## config.mk

```make
export PLATFORM = sky130hd
export DESIGN_NAME = mex_unit_flat
export DESIGN_NICKNAME = d
export VERILOG_FILES = /design/src/rtl/mex_unit_pkg.sv /design/src/rtl/mex_unit_if.sv /design/src/rtl/mex_unit_divider.sv /design/src/rtl/mex_unit.sv /design/src/flat_wrapper.sv
export SDC_FILE = /design/constraint.sdc
export NUM_CORES = 1
export LEC_CHECK = 0
export BUFFER_PORTS_ARGS = -buffer_cell sky130_fd_sc_hd__buf_2
export CAP_MARGIN = 20
export CELL_PAD_IN_SITES_DETAIL_PLACEMENT = 0
export CELL_PAD_IN_SITES_GLOBAL_PLACEMENT = 1
export CORE_MARGIN = 2
export CORE_UTILIZATION = 35
export DETAILED_ROUTE_END_ITERATION = 10
export MAX_ROUTING_LAYER = met4
export PLACE_DENSITY = 0.74
export REMOVE_ABC_BUFFERS = 1
export SLEW_MARGIN = 20
export SYNTH_ARGS = -nofsm -noshare
export SYNTH_HDL_FRONTEND = slang
export SYNTH_HIERARCHICAL = 1
export SYNTH_SLANG_ARGS = --single-unit
```

## constraint.sdc

```tcl
create_clock -name clk -period 4.6 [get_ports clk]
set_input_delay 0.23 -clock clk [delete_from_list [all_inputs] [get_ports clk]]
set_output_delay 0.23 -clock clk [all_outputs]
set_load 0.01 [all_outputs]
```

## src/rtl/mex_unit_pkg.sv

```systemverilog
// Shared RV32 types for the M-extension unit.
package rv32i_types;

   typedef logic [31:0] rv32i_word;

   typedef enum logic [2:0] {
      mul    = 3'b000,
      mulh   = 3'b001,
      mulhsu = 3'b010,
      mulhu  = 3'b011,
      div    = 3'b100,
      divu   = 3'b101,
      rem    = 3'b110,
      remu   = 3'b111
   } mex_funct3_t;

   typedef enum logic [1:0] {
      IDLE,
      CALC,
      DONE
   } mex_state_t;

   localparam int unsigned MEX_ITERATIONS = 32;

   function automatic logic op_signed_a(mex_funct3_t f);
      return f inside {mulh, mulhsu, div, rem};
   endfunction

   function automatic logic op_signed_b(mex_funct3_t f);
      return f inside {mulh, div, rem};
   endfunction

   function automatic rv32i_word twos(rv32i_word x);
      return ~x + 32'd1;
   endfunction

endpackage

```

## src/rtl/mex_unit_if.sv

```systemverilog
// Request/response bundle between the pipeline and the M-extension unit.
interface mex_unit_if;
   import rv32i_types::*;

   logic        start;
   mex_funct3_t funct3;
   rv32i_word   a;
   rv32i_word   b;
   logic        kill;
   logic        busy;
   logic        done;
   rv32i_word   result;

   modport master (
      output start, funct3, a, b, kill,
      input  busy, done, result
   );

   modport slave (
      input  start, funct3, a, b, kill,
      output busy, done, result
   );

endinterface

```

## src/rtl/mex_unit_divider.sv

```systemverilog
// Iterative restoring divider on unsigned magnitudes; also paces the unit.
module mex_divider #(
   parameter int unsigned ITER = 32
) (
   input  logic        clk,
   input  logic        rst,
   input  logic        start_i,
   input  logic        flush_i,
   input  logic [31:0] dvd_i,
   input  logic [31:0] dvs_i,
   output logic [31:0] quo_o,
   output logic [31:0] rem_o,
   output logic        done_o
);
   localparam int CW = $clog2(ITER + 1);

   logic [31:0]   rem_q, rem_d;
   logic [31:0]   quo_q, quo_d;
   logic [31:0]   dvs_q;
   logic [CW-1:0] cnt_q;
   logic          run_q;
   logic [32:0]   shl;
   logic [32:0]   diff;

   always_comb begin
      shl   = {rem_q, quo_q[31]};
      diff  = shl - {1'b0, dvs_q};
      rem_d = diff[32] ? shl[31:0] : diff[31:0];
      quo_d = {quo_q[30:0], ~diff[32]};
   end

   always_ff @(posedge clk or posedge rst) begin
      if (rst) begin
         rem_q <= '0;
         quo_q <= '0;
         dvs_q <= '0;
         cnt_q <= '0;
         run_q <= 1'b0;
      end else if (flush_i) begin
         cnt_q <= '0;
         run_q <= 1'b0;
      end else if (start_i) begin
         rem_q <= '0;
         quo_q <= dvd_i;
         dvs_q <= dvs_i;
         cnt_q <= CW'(ITER);
         run_q <= 1'b1;
      end else if (run_q) begin
         rem_q <= rem_d;
         quo_q <= quo_d;
         cnt_q <= cnt_q - 1'b1;
         run_q <= (cnt_q != CW'(1));
      end
   end

   // High during the cycle whose closing edge performs the last step.
   assign done_o = run_q & (cnt_q == CW'(1));
   assign quo_o  = quo_q;
   assign rem_o  = rem_q;

endmodule

```

## src/rtl/mex_unit.sv

```systemverilog
// RV32 M-extension unit: shift-add multiply, restoring divide,
// fixed latency of MEX_ITERATIONS+1 cycles from accept to done.
module mex_unit #(
   parameter int unsigned MEX_ITERATIONS = 32
) (
   input  logic       clk,
   input  logic       rst,
   mex_unit_if.slave  bus
);
   import rv32i_types::*;

   mex_state_t  state_q;
   logic        busy_q;
   logic        done_q;
   rv32i_word   result_q;
   mex_funct3_t op_q;
   logic        sa_q;
   logic        sb_q;
   logic        bz_q;
   logic        ovf_q;
   rv32i_word   a_q;
   rv32i_word   mcand_q;
   logic [63:0] prod_q, prod_d;
   logic [32:0] psum;

   logic        accept;
   logic        div_done;
   logic        sa_in, sb_in;
   logic        ovf_in;
   rv32i_word   mag_a, mag_b;
   rv32i_word   quo_w, rem_w;
   logic [63:0] prod_s;
   rv32i_word   quo_s, rem_s;
   rv32i_word   res_d;
   logic        done_w;

   assign accept = (state_q == IDLE) & bus.start & ~bus.kill;

   always_comb begin
      sa_in  = op_signed_a(bus.funct3) & bus.a[31];
      sb_in  = op_signed_b(bus.funct3) & bus.b[31];
      mag_a  = sa_in ? twos(bus.a) : bus.a;
      mag_b  = sb_in ? twos(bus.b) : bus.b;
      ovf_in = (bus.funct3 == div || bus.funct3 == rem)
             & (bus.a == 32'h8000_0000)
             & (bus.b == 32'hFFFF_FFFF);
   end

   // Product register holds {accumulator, remaining multiplier bits}.
   always_comb begin
      psum   = {1'b0, prod_q[63:32]} + {1'b0, mcand_q};
      prod_d = prod_q[0] ? {psum, prod_q[31:1]}
                         : {1'b0, prod_q[63:1]};
   end

   mex_divider #(
      .ITER (MEX_ITERATIONS)
   ) u_div (
      .clk     (clk),
      .rst     (rst),
      .start_i (accept),
      .flush_i (bus.kill),
      .dvd_i   (mag_a),
      .dvs_i   (mag_b),
      .quo_o   (quo_w),
      .rem_o   (rem_w),
      .done_o  (div_done)
   );

   always_comb begin
      prod_s = (sa_q ^ sb_q) ? (~prod_q + 64'd1) : prod_q;
      quo_s  = (sa_q ^ sb_q) ? twos(quo_w) : quo_w;
      rem_s  = sa_q ? twos(rem_w) : rem_w;
      res_d  = prod_s[31:0];
      unique case (op_q)
         mul:                 res_d = prod_s[31:0];
         mulh, mulhsu, mulhu: res_d = prod_s[63:32];
         div, divu: begin
            if (bz_q)       res_d = 32'hFFFF_FFFF;
            else if (ovf_q) res_d = 32'h8000_0000;
            else            res_d = quo_s;
         end
         rem, remu: begin
            if (bz_q)       res_d = a_q;
            else if (ovf_q) res_d = 32'h0000_0000;
            else            res_d = rem_s;
         end
         default: res_d = prod_s[31:0];
      endcase
   end

   always_ff @(posedge clk or posedge rst) begin
      if (rst) begin
         state_q  <= IDLE;
         busy_q   <= 1'b0;
         done_q   <= 1'b0;
         result_q <= '0;
         op_q     <= mul;
         sa_q     <= 1'b0;
         sb_q     <= 1'b0;
         bz_q     <= 1'b0;
         ovf_q    <= 1'b0;
         a_q      <= '0;
         mcand_q  <= '0;
         prod_q   <= '0;
      end else begin
         unique case (state_q)
            IDLE: begin
               if (accept) begin
                  state_q <= CALC;
                  busy_q  <= 1'b1;
                  op_q    <= bus.funct3;
                  sa_q    <= sa_in;
                  sb_q    <= sb_in;
                  bz_q    <= (bus.b == '0);
                  ovf_q   <= ovf_in;
                  a_q     <= bus.a;
                  mcand_q <= mag_a;
                  prod_q  <= {32'd0, mag_b};
               end
            end
            CALC: begin
               if (bus.kill) begin
                  state_q <= IDLE;
                  busy_q  <= 1'b0;
               end else begin
                  prod_q <= prod_d;
                  if (div_done) begin
                     state_q <= DONE;
                     done_q  <= 1'b1;
                  end
               end
            end
            DONE: begin
               state_q <= IDLE;
               busy_q  <= 1'b0;
               done_q  <= 1'b0;
               if (!bus.kill) result_q <= res_d;
            end
            default: begin
               state_q <= IDLE;
               busy_q  <= 1'b0;
               done_q  <= 1'b0;
            end
         endcase
      end
   end

   // A flush landing in DONE suppresses the pulse and keeps the old result.
   assign done_w     = done_q & ~bus.kill;
   assign bus.busy   = busy_q;
   assign bus.done   = done_w;
   assign bus.result = done_w ? res_d : result_q;

endmodule

```

## src/flat_wrapper.sv

```systemverilog
// flat-port wrapper written by rule: the top's interface ports become plain ports
module mex_unit_flat import rv32i_types::*;
#(
   parameter int unsigned MEX_ITERATIONS = 32
)
  (clk, rst, bus_start, bus_funct3, bus_a, bus_b, bus_kill, bus_busy, bus_done, bus_result);
  mex_unit_if bus_i ();
  input  logic clk;
  input  logic rst;
  input wire logic [$bits(bus_i.start)-1:0] bus_start;
  input wire logic [$bits(bus_i.funct3)-1:0] bus_funct3;
  input wire logic [$bits(bus_i.a)-1:0] bus_a;
  input wire logic [$bits(bus_i.b)-1:0] bus_b;
  input wire logic [$bits(bus_i.kill)-1:0] bus_kill;
  output wire logic [$bits(bus_i.busy)-1:0] bus_busy;
  output wire logic [$bits(bus_i.done)-1:0] bus_done;
  output wire logic [$bits(bus_i.result)-1:0] bus_result;
  assign bus_i.start = bus_start;
  assign bus_i.funct3 = bus_funct3;
  assign bus_i.a = bus_a;
  assign bus_i.b = bus_b;
  assign bus_i.kill = bus_kill;
  assign bus_busy = bus_i.busy;
  assign bus_done = bus_i.done;
  assign bus_result = bus_i.result;
  mex_unit #(.MEX_ITERATIONS(MEX_ITERATIONS)) u_core (.clk(clk), .rst(rst), .bus(bus_i));
endmodule
```

**Word-level counts from Yosys, hierarchy flattened**

Index checks and enable logic that the tools add are counted.

- Add/subtract/negate cells: 8
- Equal/unequal tests: 22
- Multiplexer cells: 36
- Bitwise operators: 17
- Reductions and logical operators: 20

Operators with widths:

| cell | number |
|---|---|
| 2-to-1 mux 32 bit | 14 |
| 2-to-1 mux 64 bit | 4 |
| adder 32 x 1 -> 32 bit, second input constant | 4 |
| inverter 32 bit | 4 |
| one-hot mux 32 bit (4 select lines) | 1 |
| one-hot mux 64 bit (2 select lines) | 1 |
| adder 64 x 1 -> 64 bit, second input constant | 1 |
| == test 32 bit, second input constant | 2 |
| inverter 64 bit | 1 |
| adder 32 x 32 -> 33 bit | 1 |
| subtractor 33 x 32 -> 33 bit | 1 |
| zero test 32 bit | 1 |
| == test 3 bit, second input constant | 6 |
| 2-to-1 mux 6 bit | 3 |
| AND reduction 2 bit | 6 |
| == test 3 x 2 -> 1 bit, second input constant | 3 |
| bitwise AND 1 bit | 8 |
| 2-to-1 mux 1 bit | 7 |
| == test 3 x 1 -> 1 bit, second input constant | 2 |
| == test 6 x 1 -> 1 bit, second input constant | 1 |
| 2-to-1 mux 2 bit | 3 |
| != test 6 x 1 -> 1 bit, second input constant | 1 |
| AND reduction 3 bit | 2 |
| nonzero test 3 bit | 2 |
| 17 further kinds | 24 |

- Bits in registers: 274
- Output and inout bits: 34
- Logic and storage cells: 120

**Longest topological paths before layout**

Gate-level depths: netlist (run 1).

- Word-level depth: 7
- Mapped depth: 15
- Mapped depth without buffers: 13

**By module**

Netlist (run 1), hierarchy kept.

Modules (own cells, without submodules):

| module | instances | cells each | area each (µm²) | sequential area each (µm²) |
|---|---|---|---|---|
| mex_unit | 1 | 1815 | 13990.9 | 4254.1 |
| mex_divider | 1 | 723 | 6318.6 | 2577.5 |

**Worst setup path after synthesis (run 1)**

No wires, ideal clock.

- Kind: flip-flop to flip-flop
- From: register u_core.u_div.quo_q[31], in the netlist u_core/u_div/quo_o[31]
- To: register u_core.u_div.rem_q[30], in the netlist u_core/u_div/rem_o[30]
- Library setup time: 0.120 ns
- Arrival: 3.233 ns
- Setup slack: 1.247 ns
- Cell stages (with the launch flop): 15
- Buffers on the path: 1
- Period minus slack after synthesis: 3.353 ns
- Path through: dfrtp_1 inv_1 ha_1 inv_1 fa_1 a211oi_1 o211ai_1 a22oi_1 nor4b_2 o31ai_1 o41ai_4 xnor2_2 buf_2 o22ai_1 a31o_2

- Word-level cells in the longest chain between the ends: 4

RTL lines:

| element | line | RTL |
|---|---|---|
| start: declaration | mex_unit_divider.sv:18 | `logic [31:0] quo_q, quo_d;` |
| start signal: assignment | mex_unit_divider.sv:44 | `quo_q <= dvd_i;` |
| start signal: assignment | mex_unit_divider.sv:50 | `quo_q <= quo_d;` |
| subtractor 33 x 32 -> 33 bit | mex_unit_divider.sv:27 | `diff = shl - {1'b0, dvs_q};` |
| 2-to-1 mux 32 bit | mex_unit_divider.sv:28 | `rem_d = diff[32] ? shl[31:0] : diff[31:0];` |
| 2-to-1 mux 32 bit | mex_unit_divider.sv:48 | `end else if (run_q) begin` |
| 2-to-1 mux 32 bit | mex_unit_divider.sv:42 | `end else if (start_i) begin` |
| end signal: assignment | mex_unit_divider.sv:49 | `rem_q <= rem_d;` |
| end: declaration | mex_unit_divider.sv:17 | `logic [31:0] rem_q, rem_d;` |

Every way passes these cells. The select of a mux whose other input is x is not followed.
A chain may end at the register's enable or synchronous reset.

**Worst setup path in the final report (run 1)**

- From: register u_core.u_div.rem_q[0], in the netlist u_core/u_div/rem_o[0]
- To: output port bus_result[14]

- Word-level cells in the longest chain between the ends: 7

RTL lines:

| element | line | RTL |
|---|---|---|
| inverter 32 bit | mex_unit_pkg.sv:34 | `return ~x + 32'd1;` |
| adder 32 x 1 -> 32 bit | mex_unit_pkg.sv:34 |  |
| 2-to-1 mux 32 bit | mex_unit.sv:73 | `rem_s = sa_q ? twos(rem_w) : rem_w;` |
| 2-to-1 mux 32 bit | mex_unit.sv:85 | `else if (ovf_q) res_d = 32'h0000_0000;` |
| 2-to-1 mux 32 bit | mex_unit.sv:84 | `if (bz_q) res_d = a_q;` |
| one-hot mux 32 bit (4 select lines) | mex_unit.sv:75 | `unique case (op_q)` |
| 2-to-1 mux 32 bit | mex_unit.sv:153 | `assign bus.result = done_w ? res_d : result_q;` |
| end: declaration | flat_wrapper.sv:17 | `output wire logic [$bits(bus_i.result)-1:0] bus_result;` |

Every way passes these cells.

==> key figures, run 1 <==
Route
  • Final routed wire length divided by cell count: 21.50 microns
  • Number of DRC violations after detailed-routing iteration 0: 1735
  • Post-detailed-route DRC marker count: 0
  • Vias per cell: 5.722
  • Number of vias after detailed routing: 19540
  • Number of antenna-violating nets in the routed design: 0
  • Drt total wl: 73410 microns
  • TritonRoute pass-1 iters: 5

Worst setup path
  • Crit path launch type: register
  • Worst setup path class: register to output port
  • WP data arrival: 4.11 ns
  • Required time worst endpoint: around 4.4 ns
  • Most common cell type on the critical path: o21ai_0
  • R2R Setup Slk: 0.56 ns
  • Number of cells on the worst reg-to-reg path: 14
  • Reg-to-Reg End: u_core/u_div/rem_o[14]$_DFFE_PP0P_
  • Cell type of the slowest stage on the worst timing path: o21ai_0
  • Peak per-stage delay on the critical path: between 0.6 and 0.7 ns
  • Top Family by Delay on Critical Path: compound AO/OA/AOI/OAI gates
  • Cells along the critical path: inv_1 -> ha_1 -> or3b_2 -> o31a_1 -> nor2_1 -> o21ai_0 -> xor2_1 -> nand3_1 -> a21boi_0 -> a211oi_1 -> o21ai_0 -> buf_2
  • Critical Path Fanout Max: 6
  • Reg-to-Reg Start: u_core/u_div/quo_o[31]$_DFFE_PP0P_
  • CP bufs+invs: 2
  • Critical Path End Type: output port

Clocking
  • Number of H-tree branching levels: 2
  • Master cell of the clock root buffer: clkbuf_16
  • Clock transition at the register clock pins on the worst setup and hold paths after CTS: 0.06 ns
  • Clock tree from TritonCTS: built
  • Latest clock arrival within the worst-skew pair: 0.55 ns
  • Total CTS buffers: 36
  • TritonCTS sink count: 273
  • Maximum buffer depth of the clock tree: 3

Synthesis
  • Synthesized instance count: 2538
  • YS warnings: 6
  • Count of state elements after synthesis: 273
  • Syn Std Cell Area: 20310 sq um
  • Number of unique standard cell types used by synthesis: 90
  • Number of enable-type register cells in the synthesized netlist: 0
  • Share of synthesized area occupied by flip-flops and latches: about a third
  • Average cell area after synthesis: 8.002 sq um
  • Prevailing post-synth register cell: dfrtp_1
  • Async set-reset flop share out of synthesis: 100.0%

Power and ir drop
  • Maximum VDD drop: 0.3227 mV
  • Static power due to leakage: approximately 10 nW
  • Ratio of total power to cell area: approximately 640 nW/um^2
  • Total design power: approximately 15 mW

Run status
  • Result of the run: finished clean

Floorplanning
  • Effective utilization at floorplan: 35.27%
  • Die outline height: 244.9 microns
  • Number of I/O pins: 105
  • Placeable core area: ~58000 sq um
  • Num rows: 88
  • Die boundary width: between 200 and 250 microns
  • Area of the die: 59970 sq um

Hold path
  • Min-Delay Path Depth: 2
  • Hold Crit Start: bus_b[0]
  • Type of the most critical hold path: primary input to register
  • Worst-case hold path end point: u_core/u_div/dvs_q[0]$_DFFE_PP0P_

Job
  • Max-cap violations: 0

STA
  • Post-route minimum period: 4.344 ns
  • Total of endpoints with negative setup slack in the final report: 0
  • Number of hold-slack violations in the final timing report: 0
  • Post-layout worst setup margin: 0.2560 ns
  • Final period utilization: 94.43%
  • Min Hold Slack: 0.03440 ns
  • Actual slew at the worst max-slew pin: 1.120 ns
  • Fin. max-slew vios: 0
  • Unrepaired setup endpoints after global routing: false
  • Relative slew slack: ~25%
  • Fmax achieved: between 0.2 and 0.25 GHz
  • Worst setup skew after layout: between 0.01 and 0.015 ns
  • Setup Total Neg Slack: 0 ns

Final layout
  • Post-layout util: about two fifths
  • Area growth syn-to-layout: 15.27%
  • Register area: 6832 sq um
  • Net count of the finished layout: 2771
  • Ratio of cells with drive above 1 in the final layout: 10.91%
  • Area occupied by multi-input gates: 12700 sq um
  • Fill cell instance count of the final layout: 5837

Global route
  • Antenna violations before repair: 0
  • Pin count of the biggest net entering global routing: 97
  • GRT Residual Overflow: 0
  • Global-route wire length before repair: 113000 microns
  • Vias in the first global route: around 19000
  • GR Util All Layers: 24.94%

Placement
  • Buffers on Ports: between 100 and 150
  • Pre-CTS setup slack: between 0.5 and 0.6 ns
  • DP HPWL: 55230 microns
  • Final weighted congestion of routability-driven global placement: between 0.9 and 1
==> per-stage QoR <==
| step | std cells | area [sq um] |
|---|---|---|
| 4_1_cts | 3412 | 23350 |
| 2_1_floorplan | 2389 | 19730 |
| 6_report | 3415 | 23410 |
| 3_5_place_dp | 3316 | 21730 |
| 3_3_place_gp | 3316 | 21730 |
| 5_1_grt | 3414 | 23410 |
==> final cells by class <==
cell class / instances / area share, %
Antenna cell: 1 / 0.01069
Timing Repair Buffer: 199 / 5.730
Clock inverter: 9 / 0.8445
Multi-Input combinational cell: 2038 / 54.27
Tap cell: 765 / 4.089
Inverter: 78 / 1.293
Clock buffer: 52 / 4.580
Sequential cell: 273 / 29.18
==> synthesized netlist by cell type, drive strengths merged (18+ instances only) <==
cell type    n  area [sq um]
xor2       113         989.7
nand3       63         315.3
dfrtp      273          6832
ha          72         900.9
or4         18         146.4
o31ai       35         281.5
a31oi       34         212.7
a21o        32         240.2
buf         27         123.9
nor3        52         260.3
nand4       19         118.9
a21oi      165         829.6
inv         78         292.8
o21ai      269          1350
o41ai       22         230.2
nor4        32         236.5
nor2       167         634.4
or3         25         161.4
nand2      461          1733
mux2i       73         730.7
clkbuf     122         457.9
xnor2      114          1006
==> logic make-up after synthesis <==
kind of cell,count (synthesis),share of synthesized area (%)
mux,87,4.374
fa+ha+maj,74,4.633
compound gates,723,22.31
simple gates,927,20.92
flops,273,33.64
buf+inv,227,4.306
xor+xnor,227,9.826
==> where the power goes <==
group	internal [mW]	leakage, nW	switching, mW
sequential	3.07	3.49	1.04
combinational	3.08	6.24	4.80
clock	1.94	0.621	1.11
==> per-layer routing <==
layer  global-route usage (%)  vias to the layer above  part of all wire, %
met1                    33.58                     9536                   46
met5                        -                        -                    0
li1                         -                     9235                    -
met4                    6.761                        0                  2.2
met2                    39.73                      666                   47
met3                    2.854                      105                  5.3
==> cell usage in the layout, fill, tap and decap left out, types with 19 or more instances in the layout <==
cell / netlist / layout
nor2_1: 166 / 163
inv_1: 78 / 75
dfrtp_1: 273 / 273
a21oi_1: 164 / 164
o41ai_1: 20 / 20
o21ai_0: 260 / 259
dlygate4sd3_1: 0 / 35
clkbuf_16: 0 / 37
xnor2_1: 113 / 111
nand4_1: 19 / 19
buf_4: 0 / 58
buf_2: 6 / 104
o31ai_1: 33 / 33
ha_1: 72 / 72
a31oi_1: 34 / 34
nand2_1: 460 / 458
nor4_1: 29 / 29
or3_1: 24 / 24
nor3_1: 52 / 50
nand3_1: 63 / 62
a21o_1: 32 / 32
xor2_1: 113 / 112
mux2i_1: 73 / 73
==> registers in the layout (all words and copies together), names as in the netlist, 3 cells and up <==
signal              count
u_core/prod_q          64
u_core/a_q             32
u_core/result_q        32
u_core/u_div/dvs_q     32
u_core/u_div/quo_o     32
u_core/u_div/rem_o     32
u_core/mcand_q         31
u_core/u_div/cnt_q      6
u_core/op_q             3
==> worst max path at each step <==
| stage | startpoint | endpoint | depth (start not counted) |
|---|---|---|---|
| 5_1_grt | u_core/u_div/rem_o[0]$_DFFE_PP0P_ | bus_result[14] | 12 |
| 2_1_floorplan | u_core/state_q[0]$_DFFE_PP0P_ | u_core/u_div/dvs_q[0]$_DFFE_PP0P_ | 5 |
| 3_5_place_dp | u_core/u_div/quo_o[31]$_DFFE_PP0P_ | u_core/u_div/rem_o[3]$_DFFE_PP0P_ | 14 |
| 3_3_place_gp | u_core/u_div/quo_o[31]$_DFFE_PP0P_ | u_core/u_div/rem_o[2]$_DFFE_PP0P_ | 14 |
| 4_1_cts | u_core/u_div/quo_o[0]$_DFFE_PP0P_ | bus_result[30] | 12 |
| 6_report | u_core/u_div/rem_o[0]$_DFFE_PP0P_ | bus_result[14] | 12 |
==> repair_timing <==
| action | in CTS | in global routing |
|---|---|---|
| hold buffers | 35 | 0 |
| endpoints found under the setup margin | 0 | 7 |
| buffers inserted | 0 | 1 |
| endpoints found under the hold margin | 159 | 0 |
| gates resized for setup | 0 | 7 |
Power figures use the tool's default switching activity.
==> run 2: changes to the inputs <==
Clock period 4.6 ns to 3.7 ns, I/O delays scaled along.
==> run 2 against run 1 <==
The run now ends with setup timing left. Via count rose by 3.0%. Sequential power up 21%. Combinational power rose by 42%. Wire length rose by 3.2%. Worst setup slack got worse by 0.40 ns. Utilization is 2.5 points higher. Total power is 33% higher. Cell count grew 3.0%. Global-route usage is 0.75 points higher. Non-clock buffer count increased by 97. Clock-buffer cell count down 2. Largest power group unchanged. Highest routed layer unchanged.
==> key figures, run 2 (synthesis results as in run 1) <==
Final layout
  • Net count of the finished layout: 2868
  • Most flops, register: u_core/prod_q
  • Final std cell area, no fill: 24840 sq um
  • Post-layout util: a little over two fifths
  • Area occupied by multi-input gates: 13290 sq um
  • Area growth syn-to-layout: 22.31%
  • Max FFs per register: 64
  • Most frequent cells in the layout: nand2_1 (459), dfrtp_1 (260), o21ai_0 (242), nor2_1 (157), a21oi_1 (152)
  • Most common cell after layout, fill and taps aside: nand2_1
  • Fill cell instance count of the final layout: approximately 5700
  • Non-filler instance count after layout: 3516
  • Register area: 6848 sq um
  • Ratio of cells with drive above 1 in the final layout: 17.42%

Route
  • TritonRoute pass-1 iters: 5
  • Number of vias after detailed routing: 20120
  • Final routed wire length divided by cell count: ~22 microns
  • Vias per cell: 5.723
  • Post-detailed-route DRC marker count: 0
  • Number of antenna-violating nets in the routed design: 0
  • Drt total wl: 75780 microns
  • Number of DRC violations after detailed-routing iteration 0: 1670

Placement
  • Buffers on Ports: between 100 and 150
  • DP HPWL: between 50000 and 60000 microns
  • Placed cell count: 3378
  • Final weighted congestion of routability-driven global placement: 0.9264
  • Post-place instance area: ~22000 sq um
  • Pre-CTS setup slack: -0.02606 ns

Worst setup path
  • Reg-to-Reg End: u_core/u_div/rem_o[10]$_DFFE_PP0P_
  • Required time worst endpoint: 3.51 ns
  • Critical Path Start: u_core/prod_q[24]$_DFFE_PP0P_
  • Reg-to-Reg Start: u_core/u_div/rem_o[8]$_DFFE_PP0P_
  • Worst setup path class: register to output port
  • Critical Path Fanout Max: 6
  • Critical Path End Type: output port
  • Number of cells on the worst reg-to-reg path: 12
  • Crit path launch type: register
  • WP data arrival: 3.66 ns
  • R2R Setup Slk: 0.25 ns

STA
  • Min Hold Slack: 0.02522 ns
  • Fmax achieved: ~0.26 GHz
  • Worst setup skew after layout: 0.02419 ns
  • Unrepaired setup endpoints after global routing: true
  • Fin. max-slew vios: 0
  • Post-layout worst setup margin: -0.1478 ns
  • Relative slew slack: approximately 34%
  • Setup Total Neg Slack: -0.8072 ns
  • Number of hold-slack violations in the final timing report: 0
  • Post-route minimum period: 3.848 ns
  • Total of endpoints with negative setup slack in the final report: 11
  • Actual slew at the worst max-slew pin: 0.9885 ns
  • Final period utilization: 104.0%

Clocking
  • Number of H-tree branching levels: 2
  • Maximum buffer depth of the clock tree: 3
  • Latest clock arrival within the worst-skew pair: 0.56 ns
  • TritonCTS sink count: 273
  • Clock tree from TritonCTS: built
  • Master cell of the clock root buffer: clkbuf_16
  • Total CTS buffers: 36
  • Clock transition at the register clock pins on the worst setup and hold paths after CTS: approximately 0.060 ns

Floorplanning
  • Num rows: 88
  • Number of I/O pins: around 110
  • Area of the die: 59970 sq um
  • Die outline height: 244.9 microns
  • Die boundary width: 244.9 microns
  • Placeable core area: between 50000 and 60000 sq um
  • Effective utilization at floorplan: 35.27%

Global route
  • GR Util All Layers: 25.69%
  • Antenna violations before repair: 3
  • Pin count of the biggest net entering global routing: slightly below 90
  • Global-route wire length before repair: 116500 microns
  • GRT Residual Overflow: 0
  • Vias in the first global route: 19580

Run status
  • Result of the run: complete, but fails checks
  • Violations in the final reports: setup timing

Power and ir drop
  • Static power due to leakage: approximately 11 nW
  • Ratio of total power to cell area: 805.2 nW/um^2
  • Maximum VDD drop: 0.5967 mV
  • Total design power: 20.00 mW

Hold path
  • Hold Crit Start: bus_a[1]
  • Type of the most critical hold path: primary input to register
  • Min-Delay Path Depth: 3
  • Worst-case hold path end point: u_core/a_q[1]$_DFFE_PP0P_

Job
  • Max-cap violations: 0
-- run 2: cell count changes in the layout (fill, tap and decap cells not counted), sizes merged --
cell | previous run | this run
clkinv | 3 | 7
dlygate4sd3 | 35 | 40
clkbuf | 52 | 50
inv | 77 | 79
buf | 164 | 256
-- run 2: cell type report --
| cell class | instances | share of cell area (%) |
|---|---|---|
| multi-input cells | 2038 | 53.49 |
| clock buffers | 50 | 4.246 |
| well taps | 765 | 3.853 |
| repair buffers | 296 | 8.673 |
| diodes | 1 | 0.01007 |
| clock inverters | 15 | 0.9469 |
| inverters | 78 | 1.219 |
| flip-flops and latches | 273 | 27.57 |
-- run 2: how the worst max path moves through the flow --
stage / end / slack [ns] / depth (start not counted)
2_1_floorplan: u_core/u_div/dvs_q[0]$_DFFE_PP0P_ / -3.91 / 5
4_1_cts: bus_result[31] / -0.25 / 12
6_report: bus_result[15] / -0.15 / 10
3_3_place_gp: bus_result[31] / -0.02 / 11
3_5_place_dp: bus_result[31] / -0.03 / 11
5_1_grt: bus_result[31] / -0.32 / 12
-- run 2: per-layer routing --
metal | vias to the layer above | track usage (%) | wire length (microns)
met5 | - | - | 0
met4 | 0 | 8.734 | 2737
met3 | 148 | 3.061 | 4246
met2 | 726 | 40.67 | 34910
met1 | 9827 | 34.06 | 33890
li1 | 9422 | - | -
-- run 2: critical path: stages, from the launching register on --
cell and delay, ns:
dfrtp_2 0.43, nor4_4 0.33, nand4b_1 0.16, or4_4 0.50, or4_4 0.60, o21ai_4 0.16, xnor2_1 0.13, a221oi_2 0.28
o21ai_0 0.15, buf_4 0.22, buf_2 0.14
-- run 2: repair_timing --
item,in CTS,in global routing
hold buffers,40,0
cloned,0,0
endpoints found under the hold margin,183,0
setup buffers,18,15
setup endpoints to repair,31,62
resized for setup,89,65
pin swaps,35,43
-- run 2: power breakdown --
group          leakage, nW  total, mW  switching [mW]  internal [mW]
clock network        0.637       3.86            1.45           2.41
logic                 6.90       11.2            6.62           4.55
registers             3.47       4.98            1.15           3.83
